$ cat src/rtl/decim_gate_scheduler.sv
// decim_gate_scheduler: round-robin owner of a shared decimator, issuing ratio-paced strobe bursts with holdoff
module decim_gate_scheduler #(
   parameter int RATIO_W = 4,
   parameter int BURST_W = 8
) (
   input  logic               clk,
   input  logic               reset,
   input  logic [1:0]         req,
   input  logic [RATIO_W-1:0] ratio,
   input  logic [BURST_W-1:0] burst_len,
   input  logic [BURST_W-1:0] holdoff,
   output logic [1:0]         grant,
   output logic               strobe,
   output logic               busy,
   output logic               done,
   output logic               aborted
);
   typedef enum logic [1:0] {IDLE, SYNC, RUN, HOLD} state_t;
   localparam logic [RATIO_W:0] R_ONE = 1;
   localparam logic [BURST_W-1:0] B_ONE = 1;
   state_t state;
   logic [RATIO_W:0] period, phase, phase_inc;
   logic [BURST_W-1:0] len, cnt, hcnt;
   logic sync_cnt, last, owner_req, finish;
   logic [1:0] pick;
   always_comb begin
      owner_req = |(req & grant);
      finish = (state == SYNC && !owner_req) || (state == RUN && (!owner_req || cnt == len));
      pick = (req == 2'b11) ? (last ? 2'b01 : 2'b10) : req;
      phase_inc = phase + R_ONE;
   end
   // last=1 means requester 1 owned most recently, so requester 0 wins the next tie
   always_ff @(posedge clk or posedge reset) begin
      if (reset) begin
         state <= IDLE;
         grant <= '0;
         strobe <= 1'b0;
         busy <= 1'b0;
         done <= 1'b0;
         aborted <= 1'b0;
         period <= '0;
         phase <= '0;
         len <= '0;
         cnt <= '0;
         hcnt <= '0;
         sync_cnt <= 1'b0;
         last <= 1'b1;
      end else begin
         strobe <= 1'b0;
         done <= 1'b0;
         aborted <= 1'b0;
         if (finish) begin
            state <= HOLD;
            grant <= '0;
            done <= 1'b1;
            aborted <= !owner_req;
            hcnt <= holdoff;
         end else begin
            case (state)
               IDLE: if (|req) begin
                  state <= SYNC;
                  grant <= pick;
                  last <= pick[1];
                  busy <= 1'b1;
                  period <= {1'b0, ratio} + R_ONE;
                  len <= burst_len;
                  sync_cnt <= 1'b0;
               end
               SYNC: begin
                  sync_cnt <= 1'b1;
                  if (sync_cnt) begin
                     state <= RUN;
                     phase <= '0;
                     cnt <= '0;
                  end
               end
               RUN: begin
                  strobe <= (phase == '0);
                  cnt <= (phase == '0) ? cnt + B_ONE : cnt;
                  phase <= (phase_inc == period) ? '0 : phase_inc;
               end
               HOLD: if (hcnt == '0) begin
                  state <= IDLE;
                  busy <= 1'b0;
               end else begin
                  hcnt <= hcnt - B_ONE;
               end
               default: state <= IDLE;
            endcase
         end
      end
   end
endmodule

$ cat config.mk
export PLATFORM = sky130hd
export DESIGN_NAME = decim_gate_scheduler
export DESIGN_NICKNAME = d
export VERILOG_FILES = /design/src/rtl/decim_gate_scheduler.sv
export SDC_FILE = /design/constraint.sdc
export NUM_CORES = 1
export LEC_CHECK = 0
export BUFFER_PORTS_ARGS = -buffer_cell sky130_fd_sc_hd__buf_4
export CAP_MARGIN = 20
export CORE_ASPECT_RATIO = 0.5
export CORE_MARGIN = 2
export CORE_UTILIZATION = 55
export CTS_BUF_LIST = sky130_fd_sc_hd__clkbuf_16
export CTS_CLUSTER_DIAMETER = 40
export DETAILED_ROUTE_END_ITERATION = 10
export PLACE_DENSITY = 0.76
export SYNTH_ARGS = -nofsm -noshare
export SYNTH_HDL_FRONTEND = slang
export SYNTH_SLANG_ARGS = --single-unit
$ cat constraint.sdc
create_clock -name clk -period 3.8 [get_ports clk]
set_input_delay 0.76 -clock clk [delete_from_list [all_inputs] [get_ports clk]]
set_output_delay 0.76 -clock clk [all_outputs]
set_load 0.01 [all_outputs]
==> summary.txt <==
Initial drt markers -> 127
Post-synth top cells -> dfrtp_1, nand2_1, nor2_1, xnor2_1, mux2_1
Clk_lat worst skew -> 0.28 ns
Hold Buf Count CTS -> 0
Relative slew slack -> 52.5%
Critical Path Start Type -> flip-flop
Main combinational cell family by area after synthesis -> compound AO/OA/AOI/OAI gates
Post-Synth XOR/XNOR Area -> 7.30%
CP peak stage delay -> 0.41 ns
Final nets -> 313
Final Max Tran Viols -> 0
Slowest CP cell -> dfrtp_1
Seq/Total Area, Yosys -> 43.8%
Max Freq -> 0.359 GHz
Flop2flop setup slack -> 1.02 ns
Port bufs -> 29
Die W -> 99.7 um
Peak supply drop -> 0.393 mV
Fill cells -> 359
Initial antenna violation count -> 0
Clk_skew -> 0.00314 ns
Vias/cell -> 5.86
Total power -> 2.10 mW
Gp weighted congestion -> 0.859
Mux contribution to synthesized area -> 6.66%
DP Wirelength -> 3.71 mm
Htree depth -> 2
Data arrival time of the critical path -> 2.94 ns
Seq cells post-synth -> 44
Final setup violation count -> 0
CTS clk-pin slew, worst paths -> 0.06 ns
CTS Root Cell -> clkbuf_16
Post-Syn Nets -> 283
Cell mode on critical path -> inv_2
Async SR Flop Fraction -> 100%
Crit. End Element -> flip-flop
Hold wc startpoint -> busy
Cell accounting for the most synthesized area -> dfrtp_1
YS warnings -> 0
Post-synth EDFFs -> 0
Adder-cell area share of the yosys netlist -> 4.97%
Die Y -> 51.9 um
Multi-input combinational cell area -> 1280 sq um
Crit. Startpoint -> state[0]
Main synth FF type -> dfrtp_1
LEAKAGE -> 1.28 nW
Worst-margin pin slew -> 0.709 ns
Final antenna diode count -> 0
First-pass GRT wire length -> 8.83 mm
Row cnt -> 17
Crit Path Max Fanout -> 26
Ports -> 30
Final worst path period share -> 73.2%
Cells after synthesis -> 249
Total vias in the final route -> 1969
Register area -> 1100 sq um
Crit Path Class -> reg -> reg
Fin crit period -> 2.78 ns
Most frequent cell after synthesis -> dfrtp_1
DIE AREA -> 5170 sq um
DR DRC count -> 0
Clock buffer depth -> 2
Core Region -> 4400 sq um
Hold Path Class -> reg -> reg
Area grow syn2layout -> 15.8%
Post-Synth Simple-Gate Area -> 15.1%
Initial Util -> 57.2%
Max Cap Viol -> 0
Pwr dens -> 719 nW/um^2
Postcts setup bufs -> 0
Status -> complete, no violations
Number of global-route vias before repair -> 1985
Synth area leaders -> dfrtp_1, mux2_1, xnor2_1, ha_1, o31ai_1
Layout cells sized above 1 -> 17.2%
RSZ-0062 raised after global routing -> false
Worst EP required -> 3.96 ns
Critical-path cell list -> inv_1 -> ha_1 -> inv_2 -> a21boi_1 -> nor2_2 -> inv_2 -> nor2_1 -> buf_4 -> mux2_1
Wire length per cell -> 15.5 um
CTS tree -> built
Largest net degree at the start of global routing -> 27
Total GRT Usage -> 21.8%
Yosys top cell area share -> 42.7%
Post-CTS Resized -> 0
Reg2reg start -> state[0]
Total CTS buffers -> 5
Synth Area in Compound Gates -> 17.0%
Setup TNS -> 0 ns
Sink Count -> 44
Syn_area_per_cell -> 10.1 sq um
Synthesized cell area -> 2520 sq um
Drt pass-1 iters -> 4
Drt total wl -> 5.22 mm
Gr ovfl total -> 0
Post-DRT Antenna Nets -> 0
Post-synthesis cell type count -> 49
Final Hold Fails -> 0
## worst max-delay path: cells and delay by family (launching register included)
family | cells | cell delay [ns]
fa+ha+maj | 1 | 0.41
mux | 1 | 0.32
buf+inv | 4 | 0.86
flops | 1 | 0.41
simple gates | 2 | 0.31
compound gates | 1 | 0.34
## stage by stage
| stage | area [sq um] | std cells | hold WS (ns) | util (%) | worst slack [ns] |
|---|---|---|---|---|---|
| floorplan | 2520 | 249 | 0.479 | - | 1.70 |
| global placement | 2760 | 328 | 0.480 | 62.6 | 1.17 |
| detailed placement | 2760 | 328 | 0.481 | 62.6 | 1.05 |
| CTS | 2890 | 335 | 0.498 | 65.6 | 1.00 |
| global route | 2920 | 336 | 0.530 | 66.2 | 0.827 |
| finish | 2920 | 336 | 0.491 | 66.2 | 1.02 |
## flip-flops by register name, indices dropped and copies added (netlist names)
| register | count |
|---|---|
| strobe | 1 |
| period | 5 |
| grant | 2 |
| hcnt | 8 |
| state | 2 |
| phase | 5 |
| cnt | 8 |
| sync_cnt | 1 |
| done | 1 |
| last | 1 |
| len | 8 |
| aborted | 1 |
| busy | 1 |
## cell type report
type,count,share of cell area [%]
Clock inverter,2,0.300
Tap cell,57,2.45
Multi-Input combinational cell,180,44.1
Timing Repair Buffer,33,9.18
Sequential cell,44,37.8
Inverter,15,1.93
Clock buffer,5,4.29
## per-layer routing
layer | GRT usage [%] | vias to the layer above | routed length, um
met4 | 6.16 | 0 | 17
met1 | 27.5 | 965 | 2410
met5 | 0 | - | 0
li1 | - | 959 | -
met3 | 5.65 | 2 | 212
met2 | 38.0 | 43 | 2580
## final timing paths
kind / endpoint / cells after the start
min in group asynchronous: phase[2] / 2
max reg2reg: len[0] / 9
max in group asynchronous: last / 3
min: busy / 1
min reg2reg: busy / 1
max: len[0] / 9
## placed cells by master, fill, tap and decap left out, drive strengths merged, types with 13 or more instances in the layout
cell	netlist	layout
nand3	13	13
dfrtp	43	43
o21ai	16	16
xnor2	15	15
nand2	18	18
nor2	16	16
mux2	14	14
o31ai	13	13
inv	15	16
buf	9	33
## kinds of logic after synthesis
logic type      after synthesis
simple gates                 74
compound gates               60
flops                        44
buf+inv                      25
xor+xnor                     21
mux                          15
fa+ha+maj                    10
## where the power goes
part | switching, mW | total (mW) | internal (mW)
sequential | 0.142 | 0.788 | 0.646
combinational | 0.528 | 0.913 | 0.385
clock | 0.160 | 0.396 | 0.236
total | 0.830 | 2.10 | 1.27
Power figures use the tool's default switching activity.
